`src/rtl/uart_pkg.sv`:
```
`default_nettype none
// +----------------------------------------------------------------------+
// | uart_pkg : shared types/constants for mmio_uart_tx                   |
// | Macro MMIO_UART_PARITY_EN adds the PARITY state.  Rev 1.0            |
// +----------------------------------------------------------------------+
package uart_pkg;

  localparam logic [31:0] c_tx_addr_default   = 32'h0000_0100;
  localparam logic [31:0] c_ctrl_addr_default = 32'h0000_0104;

`ifdef MMIO_UART_PARITY_EN
  typedef enum logic [2:0] {
    IDLE   = 3'd0,
    START  = 3'd1,
    DATA   = 3'd2,
    STOP   = 3'd3,
    PARITY = 3'd4
  } uart_state_t;
`else
  typedef enum logic [2:0] {
    IDLE  = 3'd0,
    START = 3'd1,
    DATA  = 3'd2,
    STOP  = 3'd3
  } uart_state_t;
`endif

  function automatic logic even_parity(input logic [7:0] d);
    return ^d;
  endfunction

endpackage
`default_nettype wire

```
`src/rtl/sync_fifo.sv`:
```
`default_nettype none
// +----------------------------------------------------------------------+
// | sync_fifo : single-clock FIFO, push accepted when full if popping    |
// | Rev 1.0                                                              |
// +----------------------------------------------------------------------+
module sync_fifo #(
  parameter int WIDTH = 8,
  parameter int DEPTH = 8
) (
  input  logic                     clk,
  input  logic                     reset,
  input  logic                     push,
  input  logic                     pop,
  input  logic [WIDTH-1:0]         wdata,
  output logic [WIDTH-1:0]         rdata,
  output logic [$clog2(DEPTH):0]   count,
  output logic                     full,
  output logic                     empty
);

  localparam int c_aw = $clog2(DEPTH);

  logic [WIDTH-1:0] r_mem [DEPTH];
  logic [c_aw-1:0]  r_wptr;
  logic [c_aw-1:0]  r_rptr;
  logic [c_aw:0]    r_count;
  logic             w_push_ok;
  logic             w_pop_ok;

  assign empty     = (r_count == '0);
  assign full      = (r_count == (c_aw+1)'(DEPTH));
  assign w_pop_ok  = pop && !empty;
  assign w_push_ok = push && (!full || w_pop_ok);
  assign rdata     = r_mem[r_rptr];
  assign count     = r_count;

  // Storage carries no reset; only pointers and occupancy are cleared.
  always_ff @(posedge clk) begin
    if (w_push_ok) r_mem[r_wptr] <= wdata;
  end

  always_ff @(posedge clk or negedge reset) begin
    if (!reset) begin
      r_wptr  <= '0;
      r_rptr  <= '0;
      r_count <= '0;
    end else begin
      if (w_push_ok) r_wptr <= r_wptr + 1'b1;
      if (w_pop_ok)  r_rptr <= r_rptr + 1'b1;
      case ({w_push_ok, w_pop_ok})
        2'b10:   r_count <= r_count + 1'b1;
        2'b01:   r_count <= r_count - 1'b1;
        default: r_count <= r_count;
      endcase
    end
  end

endmodule
`default_nettype wire

```
`src/rtl/mmio_uart_tx.sv`:
```
`default_nettype none
// +----------------------------------------------------------------------+
// | mmio_uart_tx : store-bus driven 8N1 UART transmitter with TX FIFO    |
// | Macro MMIO_UART_PARITY_EN inserts an even-parity bit.  Rev 1.0       |
// +----------------------------------------------------------------------+
module mmio_uart_tx
  import uart_pkg::*;
#(
  parameter logic [31:0] TX_ADDR      = c_tx_addr_default,
  parameter logic [31:0] CTRL_ADDR    = c_ctrl_addr_default,
  parameter int          CLKS_PER_BIT = 16,
  parameter int          FIFO_DEPTH   = 8
) (
  input  logic                          clk,
  input  logic                          reset,
  input  logic                          MemWrite,
  input  logic [31:0]                   DataAdr,
  input  logic [31:0]                   WriteData,
  output logic                          tx,
  output logic                          busy,
  output logic                          fifo_full,
  output logic [$clog2(FIFO_DEPTH):0]   fifo_count,
  output logic                          overflow
);

  localparam logic [15:0] c_baud_last = 16'(CLKS_PER_BIT - 1);

  uart_state_t r_state, w_state_nxt;
  logic [15:0] r_baud, w_baud_nxt;
  logic [2:0]  r_bit, w_bit_nxt;
  logic [7:0]  r_shift, w_shift_nxt;
  logic        r_tx, w_tx_nxt;
  logic        r_ovf;
  logic        w_pop, w_push_req, w_clr, w_drop, w_empty, w_full, w_baud_end;
  logic [7:0]  w_rdata;
  logic [$clog2(FIFO_DEPTH):0] w_count;
  logic        w_unused_wdata;

  assign w_unused_wdata = ^WriteData[31:8];
  assign w_push_req     = MemWrite && (DataAdr == TX_ADDR);
  assign w_clr          = MemWrite && (DataAdr == CTRL_ADDR) && WriteData[0];
  assign w_drop         = w_push_req && w_full && !w_pop;

  sync_fifo #(
    .WIDTH (8),
    .DEPTH (FIFO_DEPTH)
  ) u_fifo (
    .clk   (clk),
    .reset (reset),
    .push  (w_push_req),
    .pop   (w_pop),
    .wdata (WriteData[7:0]),
    .rdata (w_rdata),
    .count (w_count),
    .full  (w_full),
    .empty (w_empty)
  );

`ifdef MMIO_UART_PARITY_EN
  logic r_par;
  always_ff @(posedge clk or negedge reset) begin
    if (!reset)     r_par <= 1'b0;
    else if (w_pop) r_par <= even_parity(w_rdata);
  end
`endif

  always_ff @(posedge clk or negedge reset) begin
    if (!reset) begin
      r_state <= IDLE;
      r_baud  <= '0;
      r_bit   <= '0;
      r_shift <= '0;
      r_tx    <= 1'b1;
      r_ovf   <= 1'b0;
    end else begin
      r_state <= w_state_nxt;
      r_baud  <= w_baud_nxt;
      r_bit   <= w_bit_nxt;
      r_shift <= w_shift_nxt;
      r_tx    <= w_tx_nxt;
      if (w_drop)     r_ovf <= 1'b1;
      else if (w_clr) r_ovf <= 1'b0;
    end
  end

  assign w_baud_end = (r_baud == c_baud_last);

  always_comb begin
    w_state_nxt = r_state;
    w_baud_nxt  = r_baud + 16'd1;
    w_bit_nxt   = r_bit;
    w_shift_nxt = r_shift;
    w_pop       = 1'b0;
    case (r_state)
      IDLE: begin
        w_baud_nxt = '0;
        if (!w_empty) begin
          w_pop       = 1'b1;
          w_shift_nxt = w_rdata;
          w_state_nxt = START;
        end
      end
      START: begin
        if (w_baud_end) begin
          w_baud_nxt  = '0;
          w_bit_nxt   = '0;
          w_state_nxt = DATA;
        end
      end
      DATA: begin
        if (w_baud_end) begin
          w_baud_nxt  = '0;
          w_shift_nxt = {1'b0, r_shift[7:1]};
          if (r_bit == 3'd7) begin
`ifdef MMIO_UART_PARITY_EN
            w_state_nxt = PARITY;
`else
            w_state_nxt = STOP;
`endif
          end else begin
            w_bit_nxt = r_bit + 3'd1;
          end
        end
      end
`ifdef MMIO_UART_PARITY_EN
      PARITY: begin
        if (w_baud_end) begin
          w_baud_nxt  = '0;
          w_state_nxt = STOP;
        end
      end
`endif
      STOP: begin
        if (w_baud_end) begin
          w_baud_nxt = '0;
          // Chain straight into the next frame when data is waiting.
          if (!w_empty) begin
            w_pop       = 1'b1;
            w_shift_nxt = w_rdata;
            w_state_nxt = START;
          end else begin
            w_state_nxt = IDLE;
          end
        end
      end
      default: begin
        w_baud_nxt  = '0;
        w_state_nxt = IDLE;
      end
    endcase

    // Line level is registered from the upcoming state so tx is glitch-free.
    case (w_state_nxt)
      START:   w_tx_nxt = 1'b0;
      DATA:    w_tx_nxt = w_shift_nxt[0];
`ifdef MMIO_UART_PARITY_EN
      PARITY:  w_tx_nxt = r_par;
`endif
      default: w_tx_nxt = 1'b1;
    endcase
  end

  assign tx         = r_tx;
  assign busy       = (r_state != IDLE) || !w_empty;
  assign fifo_full  = w_full;
  assign fifo_count = w_count;
  assign overflow   = r_ovf;

endmodule
`default_nettype wire

```
`config.mk`:
```
export PLATFORM = sky130hd
export DESIGN_NAME = mmio_uart_tx
export DESIGN_NICKNAME = d
export VERILOG_FILES = /design/src/rtl/uart_pkg.sv /design/src/rtl/sync_fifo.sv /design/src/rtl/mmio_uart_tx.sv
export SDC_FILE = /design/constraint.sdc
export NUM_CORES = 1
export LEC_CHECK = 0
export BUFFER_PORTS_ARGS = -buffer_cell sky130_fd_sc_hd__buf_2
export CORE_ASPECT_RATIO = 1.4
export CORE_MARGIN = 3
export CORE_UTILIZATION = 40
export DETAILED_ROUTE_END_ITERATION = 10
export PLACE_DENSITY = 0.69
export SLEW_MARGIN = 20
export SYNTH_ARGS = -nofsm -noshare
export SYNTH_HDL_FRONTEND = slang
export SYNTH_SLANG_ARGS = --single-unit
```
`constraint.sdc`:
```
create_clock -name clk -period 3.3 [get_ports clk]
set_input_delay 0.33 -clock clk [delete_from_list [all_inputs] [get_ports clk]]
set_output_delay 0.33 -clock clk [all_outputs]
set_load 0.005 [all_outputs]
```
==> impl_metrics.tcl, run 1 <==
set metrics [dict create \
    cp-start-kind "flip-flop" \
    ys_ff_latch 106 \
    clk_latency_ns 0.34 \
    power.density_nw_per_um2 623 \
    synth_edf_count 64 \
    via_count 2791 \
    grt_pass1_vias 2953 \
    h-tree-depth 3 \
    cts_resized 0 \
    yosys-top-cells-area "edfxtp_1 (41%), dfrtp_1 (22%), mux4_2 (7.6%)" \
    maxCapViolCount 0 \
    fin_crit_sh_pct 86.7 \
    dpl.hpwl_mm 6.01 \
    path_cells "ha_1 -> and3_1 -> and4_1 -> a211oi_2 -> or4_1 -> buf_4 -> nor4b_2 -> buf_4" \
    cts_tree "done" \
    fp-row-count 46 \
    synth_cell_types 52 \
    async_flop_share_pct 39.6 \
    crit_path_top_delay_cell "or4_1" \
    routed_wl_mm 8.68 \
    die_area_um2 13200 \
    grt_use_total_pct 14.2 \
    finalSetupTns_ns 0 \
    path_clk_slew_ns 0.07 \
    final_common_cell "edfxtp_1" \
    drt_first_pass_iters 5 \
    antenna_left 0 \
    peakVddDrop_uv 425 \
    numClockSinks 106 \
    drv_slew 0 \
    power.leakage_nw 2.11 \
    grt_max_degree 43 \
    syn_to_final_growth_pct 15.6 \
    top_level_ports 75 \
    cpMostUsedCell "buf_4" \
    synth_top_cell_by_area "edfxtp_1" \
    nets 457 \
    cts_hold_buffers 0 \
    postSynthAreaPerCell_um2 14.7 \
    critical_path_class "reg -> reg" \
    postCtsSetupBuffers 0 \
    critPathMaxFanout 9 \
    n_antenna_cell 0 \
    grt_overflow 0 \
    holdCritPathClass "in -> async" \
    synthesis.nets 398 \
    yosysSeqAreaShare_pct 62.8 \
    skew_ns 0.00534 \
    rsz0062_at_grt "false" \
    die_x_um 98.0 \
    hold_viol 0 \
    grt_pass1_wl_mm 14.7 \
    viasPerCell 5.26 \
    start_util_pct 41.3 \
    netlist.area_leader.share_pct 40.6 \
    route.detailed.drc 0 \
    setup_viol 0 \
    gp_congestion 0.780 \
    dr.first_iter.drc_count 92 \
    slowest_delay_ns 0.45 \
    holdWs_ns 0.127 \
    layout_common_cells "edfxtp_1 (64), buf_2 (50), dfrtp_1 (41)" \
    wl_per_cell_um 16.3 \
    die_h_um 135 \
    outcome "completed" \
    clock.fmax_mhz 349 \
    clockRootBuffer "clkbuf_16" \
    cts_buffer_depth 2 \
    required_ns 3.35 \
    ys_warn_count 0 \
    max_slew.worst_pin.slew_ns 0.931 \
    min_period_ns 2.86 \
    fillers 971 \
    critPathArrivalTime_ns 2.91 \
    port_buffers 50 \
    syn-cell-area_um2 4740 \
    regArea_um2 2970 \
    core_area_um2 11500 \
    syn-instance-count 323 \
    cts_buffers 9 \
    max-slew-margin-rel_pct 37.9 \
    multi_input_area_um2 1640 \
    antenna_found_initial 0 \
    layout-drive-gt1-share_pct 29.5 \
    synthFlopType "edfxtp_1" \
    end_kind "flip-flop" \
]
state kept, by name, summed over array words and instances (netlist names):
| signal | flops |
|---|---|
| r_baud | 16 |
| tx | 1 |
| r_bit | 3 |
| overflow | 1 |
| u_fifo.r_wptr | 3 |
| u_fifo.count | 4 |
| r_state | 3 |
| u_fifo.r_rptr | 3 |
| r_shift | 8 |
| u_fifo.r_mem | 64 |
stage by stage:
stage                     setup WS [ns]  util [%]  total power, mW  cell area [um^2]  std cells
after floorplan                   0.196         -             2.19              4740        323
after global placement            0.503      45.2             2.40              5180        515
after detailed placement          0.446      45.2             2.43              5180        515
after CTS                         0.411      47.8             3.45              5470        531
after global routing              0.264      47.8             3.59              5470        531
final                             0.438      47.8             3.41              5470        531
final cells by class:
class	instances	share of cell area [%]
inverter	10	0.686
clock buffer	9	4.11
tap	144	3.29
multi-input combinational	192	30.0
clock inverter	7	1.26
sequential	106	54.3
timing repair buffer	63	6.35
cells in the mapped netlist, types with 3 or more instances:
cell / count
dfrtp_1: 41
mux2i_1: 9
xnor2_1: 15
nand2_1: 18
nor2_1: 33
buf_6: 3
o21ai_0: 3
edfxtp_1: 64
a21oi_1: 4
clkbuf_1: 8
nor3_1: 5
a21o_1: 4
nor4_1: 9
and3_1: 5
nand3_1: 7
ha_1: 7
a221o_1: 6
nand4_1: 3
a22o_1: 5
mux2_2: 3
xor2_1: 7
nor4b_1: 4
mux4_2: 16
inv_1: 10
worst paths after layout:
check | startpoint | depth (start not counted) | slack (ns) | end
setup / recovery | r_baud[0]$_DFF_PN0_ | 8 | 0.44 | u_fifo.r_mem[2][4]$_DFFE_PP_
hold / removal | reset | 1 | 0.13 | u_fifo.count[1]$_DFFE_PN0P_
setup reg to reg | r_baud[0]$_DFF_PN0_ | 8 | 0.44 | u_fifo.r_mem[2][4]$_DFFE_PP_
hold reg to reg | r_baud[0]$_DFF_PN0_ | 1 | 0.46 | r_baud[0]$_DFF_PN0_
max in group asynchronous | reset | 1 | 2.59 | r_baud[4]$_DFF_PN0_
min in group clk | DataAdr[2] | 2 | 0.21 | overflow$_DFFE_PN0P_
cells by family after synthesis:
kind of cell,share of synthesized area [%]
compound gates,5.47
xor+xnor,4.07
fa+ha+maj,2.27
buf+inv,2.83
flops,62.8
mux,10.5
other cells,0.0792
simple gates,12.0
power breakdown:
group,switching [mW],internal [mW],total (mW)
Clock,0.501,0.531,1.03
Combinational,0.248,0.418,0.666
Sequential,0.210,1.50,1.71
worst max-delay path: cells and delay by family (launching register included):
| kind | cells | cell delay [ns] |
|---|---|---|
| AO/OA/AOI/OAI | 1 | 0.14 |
| adder cells (fa/ha/maj) | 1 | 0.18 |
| buffers and inverters | 2 | 0.46 |
| flip-flops | 1 | 0.37 |
| AND/OR/NAND/NOR | 4 | 1.42 |
per-layer routing:
metal,vias up,share of wire [%],track usage [%],routed length (um)
li1,1332,-,-,-
met1,1423,41,16.3,3560
met2,23,55,26.0,4810
met3,13,1.7,2.22,144
met4,0,2.0,6.00,171
met5,-,0,0,0
No activity file was read; power rests on OpenSTA's default activity.
==> run 2, diff against run 1 <==
Settings changed: SKIP_CTS_REPAIR_TIMING set to 1, SYNTH_HIERARCHICAL set to 1.
==> impl_metrics.tcl, run 2 <==
set metrics [dict create \
    outcome "completed" \
    r2r_end "u_fifo/count[3]$_DFFE_PN0P_" \
    synthXorXnorAreaFrac_pct 3.61 \
    rr_worst_depth 12 \
    synth-compound-area-share_pct 4.56 \
    holdCritPathClass "in -> async" \
    slowest_delay_ns 0.58 \
    syn-instance-count 349 \
    ys_ff_latch 106 \
    setup_viol 0 \
    regMostFlops "u_fifo/r_mem" \
    grt_pass1_wl_mm 15.5 \
    max-slew-margin-rel_pct 36.5 \
    core_area_um2 11900 \
    nets 496 \
    fin_crit_sh_pct 96.1 \
    start_util_pct 40.9 \
    clk_latency_ns 0.35 \
    cp-endpoint "u_fifo/count[3]$_DFFE_PN0P_" \
    yosysSeqAreaShare_pct 61.2 \
    finalSetupTns_ns 0 \
    largest_reg_flops 64 \
    gp_congestion 0.805 \
    final_common_cell "edfxtp_1" \
    required_ns 3.59 \
    critPathLaunch "r_baud[4]$_DFF_PN0_" \
    synth_cell_types 54 \
    synth_common_cells "edfxtp_1 (64), dfrtp_1 (41), nor2_1 (35), inv_1 (17), nand2_1 (17)" \
    synthAdderAreaFrac_pct 2.21 \
    skew_ns 0.00818 \
    clockRootBuffer "clkbuf_16" \
    top_level_ports 75 \
    grt_use_total_pct 14.8 \
    clock.fmax_mhz 315 \
    synth_edf_count 64 \
    end_kind "flip-flop" \
    critical_path_class "reg -> reg" \
    path_delay_family "simple AND/OR/NAND/NOR gates" \
    grt_pass1_vias 3127 \
    cp-start-kind "flip-flop" \
    critPathMaxFanout 7 \
    wl_per_cell_um 16.5 \
    min_period_ns 3.17 \
    final_cells 573 \
    dpl.hpwl_mm 6.54 \
    fp-row-count 47 \
    dr.first_iter.drc_count 93 \
    power.density_nw_per_um2 623 \
    r2r_start "r_baud[4]$_DFF_PN0_" \
    antenna_left 0 \
    maxCapViolCount 0 \
    netlist.area_leader.share_pct 39.6 \
    path_clk_slew_ns 0.07 \
    cp_num_cells 12 \
    grt_max_degree 43 \
    grt_overflow 0 \
    synth_top_cell_by_area "edfxtp_1" \
    drt_first_pass_iters 4 \
    cts_buffer_depth 2 \
    cts_buffers 9 \
    synth_top_family_by_area "simple AND/OR/NAND/NOR gates" \
    routed_wl_mm 9.47 \
    synth-simple-area-share_pct 13.4 \
    hold_viol 0 \
    max_slew.worst_pin.slew_ns 0.952 \
    layout-drive-gt1-share_pct 29.6 \
    syn_to_final_growth_pct 17.6 \
    ff2ff_setup_slack_ns 0.13 \
    crit_path_top_delay_cell "or4_4" \
    syn-cell-area_um2 4860 \
    synthesis.nets 424 \
    antenna_found_initial 0 \
    numClockSinks 106 \
    cts_tree "done" \
    postSynthAreaPerCell_um2 13.9 \
    synthFlopType "edfxtp_1" \
    n_antenna_cell 0 \
    layout_common_cells "edfxtp_1 (64), buf_2 (50), dfrtp_1 (41)" \
    synthMostInstantiatedCell "edfxtp_1" \
    die_x_um 99.1 \
    yosys-top-cells-area "edfxtp_1 (40%), dfrtp_1 (21%), mux4_1 (4.9%)" \
    power.total_mw 3.56 \
    critPathArrivalTime_ns 3.46 \
    top_regs "u_fifo/r_mem (64), r_baud (16), r_shift (8)" \
    ys_warn_count 6 \
    die_h_um 136 \
    via_count 3055 \
    path_cells "or4_4 -> nor4_4 -> a21o_1 -> and2_4 -> o21ai_4 -> or2_4 -> inv_2 -> ha_1 -> a211o_1 -> nand3_2 -> mux2_2 -> nand3b_1" \
    route.detailed.drc 0 \
    utilization_pct 48.1 \
    drv_slew 0 \
    path_buf_inv 1 \
    muxShareOfSynthArea_pct 12.1 \
    peakVddDrop_uv 388 \
    port_buffers 50 \
    dpl.cell_count 552 \
    h-tree-depth 3 \
    die_area_um2 13500 \
    viasPerCell 5.33 \
    async_flop_share_pct 39.6 \
    power.leakage_nw 2.22 \
]
[run 2: final cells by class]
type	instances	area, um^2
flip-flops and latches	106	2970
well taps	147	184
fillers	1062	6170
inverters	17	63.8
multi-input cells	215	1780
clock inverters	7	68.8
repair buffers	72	415
clock buffers	9	225
[run 2: metal layers]
| layer | global-route usage (%) | routed length (um) | vias to the layer above |
|---|---|---|---|
| li1 | - | - | 1455 |
| met2 | 27.0 | 5230 | 39 |
| met1 | 17.2 | 3900 | 1548 |
| met3 | 2.21 | 171 | 13 |
| met5 | 0 | 0 | - |
| met4 | 6.61 | 171 | 0 |
[run 2: power by group]
part           switching (mW)  internal, mW
Sequential              0.156          1.51
Clock                   0.505         0.534
Combinational           0.368         0.491
Total                    1.03          2.53
[run 2: logic make-up (layout without fill, tap and decap cells)]
| logic type | count (synthesis) | after routing |
|---|---|---|
| AOI/OAI and AO/OA | 30 | 30 |
| muxes | 33 | 33 |
| adders and majority gates | 8 | 8 |
| buffers and inverters | 28 | 105 |
| DFF | 106 | 106 |
| xor gates and xnor gates | 20 | 20 |
| and+or+nand+nor | 123 | 123 |
| other | 1 | 1 |
[run 2: per-stage QoR]
step | hold slack [ns] | cell area [um^2] | setup WS, ns
after floorplan | 0.0344 | 4870 | 0.00999
after global placement | 0.472 | 5360 | 0.116
after detailed placement | 0.483 | 5360 | 0.0360
after CTS | 0.159 | 5650 | 0.00439
after global routing | 0.173 | 5710 | -0.00279
final | 0.128 | 5710 | 0.128
[run 2: worst min path at each step]
| stage | startpoint | to | slack, ns | depth (start not counted) |
|---|---|---|---|---|
| final | reset | r_state[1]$_DFF_PN0_ | 0.13 | 1 |
| after global routing | DataAdr[2] | overflow$_DFFE_PN0P_ | 0.17 | 2 |
| after CTS | reset | r_baud[8]$_DFF_PN0_ | 0.16 | 1 |
| after detailed placement | r_baud[0]$_DFF_PN0_ | r_baud[0]$_DFF_PN0_ | 0.48 | 1 |
| after global placement | r_baud[0]$_DFF_PN0_ | r_baud[0]$_DFF_PN0_ | 0.47 | 1 |
| after floorplan | reset | overflow$_DFFE_PN0P_ | 0.03 | 0 |
